--- src/rtl/game_round_timer.sv ---
// game_round_timer: two-digit BCD countdown of whole seconds for the game
// controller. Runs while enable is high, pauses on enable low, and holds
// time_out once the count reaches 00 until reconfig, load or reset.
module game_round_timer #(
  parameter int CLKS_PER_SEC = 50000000,
  parameter int DEFAULT_TENS = 6,
  parameter int DEFAULT_ONES = 0
) (
  input  logic       clk,
  input  logic       rst,
  input  logic       enable,
  input  logic       reconfig,
  input  logic       load,
  input  logic [3:0] toggle_switch,
  output logic       time_out,
  output logic [3:0] tens,
  output logic [3:0] ones,
  output logic       tick,
  output logic       running
);

  // A one-cycle second still needs a one-bit prescaler to keep widths legal.
  localparam int PW = (CLKS_PER_SEC > 1) ? $clog2(CLKS_PER_SEC) : 1;
  localparam logic [PW-1:0] PRESC_LAST = PW'(CLKS_PER_SEC - 1);
  localparam logic [3:0] DEF_TENS = 4'(DEFAULT_TENS);
  localparam logic [3:0] DEF_ONES = 4'(DEFAULT_ONES);

  localparam logic [1:0] ST_IDLE    = 2'd0;
  localparam logic [1:0] ST_RUN     = 2'd1;
  localparam logic [1:0] ST_PAUSE   = 2'd2;
  localparam logic [1:0] ST_EXPIRED = 2'd3;

  logic [1:0]    state_q, state_d;
  logic [3:0]    tens_q, tens_d;
  logic [3:0]    ones_q, ones_d;
  logic [PW-1:0] presc_q, presc_d;
  logic          tick_q, tick_d;
  logic          time_out_q;
  logic          running_q;
  logic          count_zero;
  logic          last_second;

  assign count_zero  = (tens_q == 4'd0) && (ones_q == 4'd0);
  // The decrement that lands on 00 (also covers an impossible 00 in RUN).
  assign last_second = (tens_q == 4'd0) && (ones_q <= 4'd1);

  // Next-state: reconfig beats load, load beats the state machine.
  always_comb begin
    state_d = state_q;
    tens_d  = tens_q;
    ones_d  = ones_q;
    presc_d = presc_q;
    tick_d  = 1'b0;
    if (reconfig) begin
      tens_d  = DEF_TENS;
      ones_d  = DEF_ONES;
      presc_d = '0;
      state_d = ST_IDLE;
    end else if (load) begin
      tens_d  = (toggle_switch > 4'd9) ? 4'd9 : toggle_switch;
      ones_d  = 4'd0;
      presc_d = '0;
      state_d = ST_IDLE;
    end else begin
      case (state_q)
        ST_IDLE: begin
          if (enable) begin
            state_d = count_zero ? ST_EXPIRED : ST_RUN;
          end
        end
        ST_RUN: begin
          if (!enable) begin
            // Prescaler is deliberately kept so the partial second resumes.
            state_d = ST_PAUSE;
          end else if (presc_q == PRESC_LAST) begin
            presc_d = '0;
            if (!count_zero) begin
              tick_d = 1'b1;
              if (ones_q != 4'd0) begin
                ones_d = ones_q - 4'd1;
              end else begin
                ones_d = 4'd9;
                tens_d = tens_q - 4'd1;
              end
            end
            if (last_second) begin
              state_d = ST_EXPIRED;
            end
          end else begin
            presc_d = presc_q + PW'(1);
          end
        end
        ST_PAUSE: begin
          if (enable) begin
            state_d = ST_RUN;
          end
        end
        ST_EXPIRED: begin
          state_d = ST_EXPIRED;
        end
        default: begin
          state_d = ST_IDLE;
        end
      endcase
    end
  end

  // State and output registers; status flags decode the next state so they
  // line up with the state they describe.
  always_ff @(posedge clk or negedge rst) begin
    if (!rst) begin
      state_q    <= ST_IDLE;
      tens_q     <= DEF_TENS;
      ones_q     <= DEF_ONES;
      presc_q    <= '0;
      tick_q     <= 1'b0;
      time_out_q <= 1'b0;
      running_q  <= 1'b0;
    end else begin
      state_q    <= state_d;
      tens_q     <= tens_d;
      ones_q     <= ones_d;
      presc_q    <= presc_d;
      tick_q     <= tick_d;
      time_out_q <= (state_d == ST_EXPIRED);
      running_q  <= (state_d == ST_RUN);
    end
  end

  assign time_out = time_out_q;
  assign tens     = tens_q;
  assign ones     = ones_q;
  assign tick     = tick_q;
  assign running  = running_q;

endmodule

--- config.mk ---
export PLATFORM = sky130hd
export DESIGN_NAME = game_round_timer
export DESIGN_NICKNAME = d
export VERILOG_FILES = /design/src/rtl/game_round_timer.sv
export SDC_FILE = /design/constraint.sdc
export NUM_CORES = 1
export LEC_CHECK = 0
export BUFFER_PORTS_ARGS = -buffer_cell sky130_fd_sc_hd__clkbuf_2
export CAP_MARGIN = 10
export CORE_ASPECT_RATIO = 1.75
export CORE_MARGIN = 5
export CORE_UTILIZATION = 40
export DETAILED_ROUTE_END_ITERATION = 12
export PLACE_DENSITY = 0.65
export SLEW_MARGIN = 20
export SYNTH_ARGS = -nofsm -noshare
export SYNTH_HDL_FRONTEND = slang
export SYNTH_SLANG_ARGS = --single-unit
--- constraint.sdc ---
create_clock -name clk -period 6.9 [get_ports clk]
set_clock_uncertainty 0.2 [all_clocks]
set_input_delay 1.38 -clock clk [delete_from_list [all_inputs] [get_ports clk]]
set_output_delay 1.38 -clock clk [all_outputs]
set_load 0.02 [all_outputs]
Word-level counts from Yosys, hierarchy flattened
Index checks and enable logic that the tools add are counted.
W data, S select, Z words.

storage, ports and cells
  register bits = 39
  word-level logic and storage cells = 67

operators by class
  equal/unequal tests = 8
  add/subtract/negate cells = 3
  muxes and demuxes = 35
  order comparisons = 2
  reductions and logical operators = 12

operators by type and width
  cell                     count
  $mux W26                 5
  $mux W4                  15
  $add A26 B1 Y26 const B  1
  $eq A26 B26 Y1 const B   1
  $mux W2                  8
  $reduce_bool A3 Y1       3
  $logic_not A4 Y1         2
  $pmux W2 S4              1
  $sub A4 B1 Y4 const B    2
  $eq A2 B2 Y1 const B     3
  $mux W1                  6
  $ne A3 B3 Y1 const B     2
  $reduce_and A5 Y1        1
  $eq A2 B1 Y1 const B     2
  $gt A4 B4 Y1 const B     1
  $le A4 B1 Y1 const B     1
  $reduce_and A4 Y1        1
  $reduce_bool A4 Y1       1
  $logic_and A1 B1 Y1      2
  $logic_not A2 Y1         1
  $reduce_and A2 Y1        1

Logic depth before layout (Yosys ltp)
  word-level depth = 9
  gate-level depth with buffers = 7
  gate-level depth less buffers = 7

Least setup slack after synthesis
No wires, ideal clock.

  kind = input-to-reg
  from = input load
  to = register presc_q[9]
  cell stages on the path = 7
  path slack = 3.950 ns
  data required time = 6.579 ns
  arrival = 2.629 ns
  setup time = 0.121 ns
  cell sequence = buf_2 -> or2_2 -> clkbuf_1 -> o21ai_1 -> nor3_1 -> and3_1 -> a22o_1

between the ends
  longest elaborated chain between the ends = 2
  elaborated cells on any way between the ends = 5

RTL lines
  element                                                                 line  RTL
  from (decl)                                                             13    input logic load,
  $reduce_bool A3 Y1 (no source line) / $mux W26 (equally long branches)  --
  $reduce_and A2 Y1 (no source line) / $mux W26 (equally long branches)   --
  to (signal assigned)                                                    123   presc_q <= presc_d;
  to (decl)                                                               36    logic [PW-1:0] presc_q, presc_d;

Parallel ways exist; a longest one is shown, timed or not.
A chain may end at the register's enable or synchronous reset.

Worst setup path in the final report
  from = input load
  to = register presc_q[16]

The elaborated chain is that of the path after synthesis.

==> flow_metrics.py <==
metrics = {
    "die": {
        "design.portCount": 20,
        "initial_core_util": 0.412,
        "core_region_area_mm2": 0.00530,
        "die_height_um": 108,
        "fp-row-count": 35,
        "die_w_um": 65.8,
        "floorplan.die_area_mm2": 0.00709,
    },
    "sta": {
        "finalWorstPathRequiredPeriod_ps": 3030,
        "rsz_0062_raised_after_global_routing": "no",
        "report.final.setup_viol": 0,
        "fin_tns_setup_ps": 0,
        "slew_violations": 0,
        "post-route-period-util": 0.439,
        "tightestPinTransition_ps": 867,
        "maxClockFrequency_mhz": 330,
        "final_hold_viol_count": 0,
        "slew_headroom": 0.422,
    },
    "critical_path": {
        "cp.arrival_ps": 3010,
        "path_class": "in2reg",
        "slowest_stage": "sky130_fd_sc_hd__a2111oi_4",
        "end_kind": "flop",
        "worstReg2RegStart": "tens[0]",
        "timing.critical_path.buf_inv": 1,
        "worstSetupPathDepth": 6,
        "cp_top_family": "compound AO/OA/AOI/OAI gates",
        "crit_path_max_fanout": 15,
        "end_of_the_worst_register_to_register_path": "running",
        "critical-path-top-cell-by-count": "sky130_fd_sc_hd__nor2_1",
        "start_kind": "input port",
        "r2r_setup_slack_ps": 4270,
        "crit_chain": "clkbuf_2, nor2_1, a2111oi_4, nand3_1, xor2_1, nor2_1",
        "worst_ep_required_time_ps": 6880,
        "max_stage_delay_ps": 820,
        "worst-r2r-cell-count": 7,
    },
    "pwr": {
        "finalPower_mw": 0.489,
        "power.density_mw_per_mm2": 198,
        "vdd_drop_max_uv": 133,
        "power_leakage_nw": 1.07,
    },
    "yosys": {
        "syn-instance-count": 226,
        "ys_seq_area_frac": 0.448,
        "synth_largest_area_cell": "sky130_fd_sc_hd__dfrtp_1",
        "avgSynthCellArea_um2": 9.66,
        "ys.flop_type": "sky130_fd_sc_hd__dfrtp_1",
        "synth_edf_count": 0,
        "synth_commonest_cells": "sky130_fd_sc_hd__dfrtp_1 (37), sky130_fd_sc_hd__nor2_1 (30), sky130_fd_sc_hd__xor2_1 (19), sky130_fd_sc_hd__nand2_1 (14)",
        "post-synth-top-area-fraction": 0.424,
        "yosysWarningCount": 0,
        "syn-num-nets": 237,
        "synth_async_sr_flop_share": 1.00,
        "most_instantiated_library_cell_after_synthesis": "sky130_fd_sc_hd__dfrtp_1",
        "postSynthRegisterBits": 39,
        "yosys.cell_types.count": 52,
        "synth.top_cells.by_area": "sky130_fd_sc_hd__dfrtp_1 (42%), sky130_fd_sc_hd__xor2_1 (7.6%), sky130_fd_sc_hd__nor2_1 (5.2%), sky130_fd_sc_hd__nand4_1 (2.9%), sky130_fd_sc_hd__and3_1 (2.6%)",
        "post_synthesis_cell_area_mm2": 0.00218,
    },
    "clock_network": {
        "cts_tree": "done",
        "post-cts-setup-buffer-count": 0,
        "clk_root_buffer_cell": "sky130_fd_sc_hd__clkbuf_8",
        "number_of_buffers_added_by_the_clock_tree_synthesis_step": 5,
        "number_of_clock_sinks_seen_by_cts": 39,
        "clk_latency_ps": 290,
        "number_of_hold_buffers_added_after_cts": 0,
        "clk_transition_reported_paths_ps": 80,
        "cts_htree_levels": 2,
        "cts.repair.resized": 0,
        "cts.path.max_buffers": 2,
    },
    "min_path": {
        "min-delay-start": "presc_q[12]",
        "hold_ep": "presc_q[12]",
        "worst_hold_depth": 1,
        "worst_hold_path_type": "reg2reg",
    },
    "placement": {
        "place_inst": 310,
        "io_buffer_count": 19,
        "routabilityCongestion": 0.836,
        "detailed_place_hpwl_um": 3550,
    },
    "job": {
        "maxCapViolCount": 0,
    },
    "routing": {
        "avgViaCountPerCell": 5.43,
        "totalWireLength_um": 4720,
        "avgRoutedWirePerCell_um": 14.8,
        "route.vias.total": 1727,
        "detail_route.first_pass.iterations": 4,
        "detail-route-antenna-nets": 0,
        "detailedRoute.firstIterationViolations": 35,
        "remaining_routing_drc_violations": 0,
    },
    "global_routing": {
        "first_pass_grt_wire_length_um": 8190,
        "grt_antenna_before_repair": 0,
        "groute.usage.overall": 0.149,
        "grt_remaining_overflow": 0,
        "grt_start_max_net_pins": 40,
        "grt_pass1_vias": 1809,
    },
    "finish": {
        "postLayoutCoreUtil": 0.465,
        "insertedDiodeCount": 0,
        "instances_no_fill": 318,
        "synthToLayoutAreaGrowth_pct": 12.9,
        "layout_cells_sized_above_1": 0.164,
        "final_nets": 254,
    },
    "status": {
        "outcome": "finished, final reports clean",
    },
}
==> where the power goes <==
part	internal, mW	switching (mW)
clock network	0.145	0.0817
logic	0.00930	0.0196
registers	0.231	0.00233
total	0.385	0.104
==> sequential cells by signal, summed over array words and instances (netlist names) <==
signal / count
tick: 1
time_out: 1
tens: 4
state_q: 2
running: 1
ones: 4
presc_q: 26
==> layer usage <==
layer | up-vias | global-route usage | wire length, um
met1 | 843 | 0.149 | 1790
met2 | 26 | 0.284 | 2670
met5 | - | 0 | 0
met4 | 0 | 0.0712 | 165
li1 | 845 | - | -
met3 | 13 | 0.0240 | 101
==> worst reg2reg max path, cell delays in order, from the launching register on <==
cell and delay, ps:
sky130_fd_sc_hd__dfrtp_1 390, sky130_fd_sc_hd__inv_1 90, sky130_fd_sc_hd__ha_1 160, sky130_fd_sc_hd__or3b_4 400
sky130_fd_sc_hd__or4_1 420, sky130_fd_sc_hd__nor4_1 430, sky130_fd_sc_hd__o211ai_1 220, sky130_fd_sc_hd__and3_1 210
==> per-stage QoR <==
| step | worst slack, ps | instance area, um^2 | hold WS [ps] |
|---|---|---|---|
| floorplan | 3950 | 2180 | 286 |
| global placement | 3590 | 2330 | 316 |
| detailed placement | 3590 | 2330 | 317 |
| CTS | 3870 | 2460 | 329 |
| global route | 3660 | 2460 | 365 |
| finish | 3870 | 2460 | 332 |
==> final cells by class <==
type / count / area (um^2)
clock buffer: 6 / 72.6
sequential: 39 / 978
multi-input combinational: 173 / 1140
fill: 527 / 2840
inverter: 4 / 15.0
tap: 74 / 92.6
timing repair buffer: 20 / 103
clock inverter: 2 / 60.1
==> placed cells by master, fill, tap and decap left out, drive strengths merged, types with 2 or more instances in the layout <==
cell type	netlist	final
dfrtp	37	37
nor2	30	30
clkbuf	6	24
xor2	19	19
nand2	14	14
nand4	12	12
nand3	10	10
a21oi	9	9
and3	9	9
nor3	7	7
and4	5	5
nor4	5	5
o21ai	5	5
inv	4	4
xnor2	4	4
and2	4	4
nand3b	3	3
o22ai	3	3
or4	2	2
and4bb	2	2
o211ai	2	2
a21o	2	2
o31ai	2	2
nor2b	2	2
a22o	2	2
o21a	2	2
or3	2	2
ha	2	2
bufinv	0	2
dfstp	2	2
or2	2	2
buf	4	2
==> cells by family (layout without fill, tap and decap cells) <==
family,after synthesis,after routing,synth area share
AND/OR/NAND/NOR,115,115,0.312
flip-flops,39,39,0.448
AO/OA/AOI/OAI,32,32,0.103
XOR/XNOR,23,23,0.0923
buffers and inverters,14,32,0.0281
adder cells (fa/ha/maj),2,2,0.0115
multiplexers,1,1,0.00459
==> worst max-delay path by stage <==
stage	to	slack, ps	from
after CTS	presc_q[16]	3870	load
after global routing	presc_q[23]	3660	load
after detailed placement	presc_q[25]	3590	load
final	presc_q[16]	3870	load
after floorplan	presc_q[9]	3950	load
after global placement	presc_q[25]	3590	load
(Power assumes the default switching activity.)
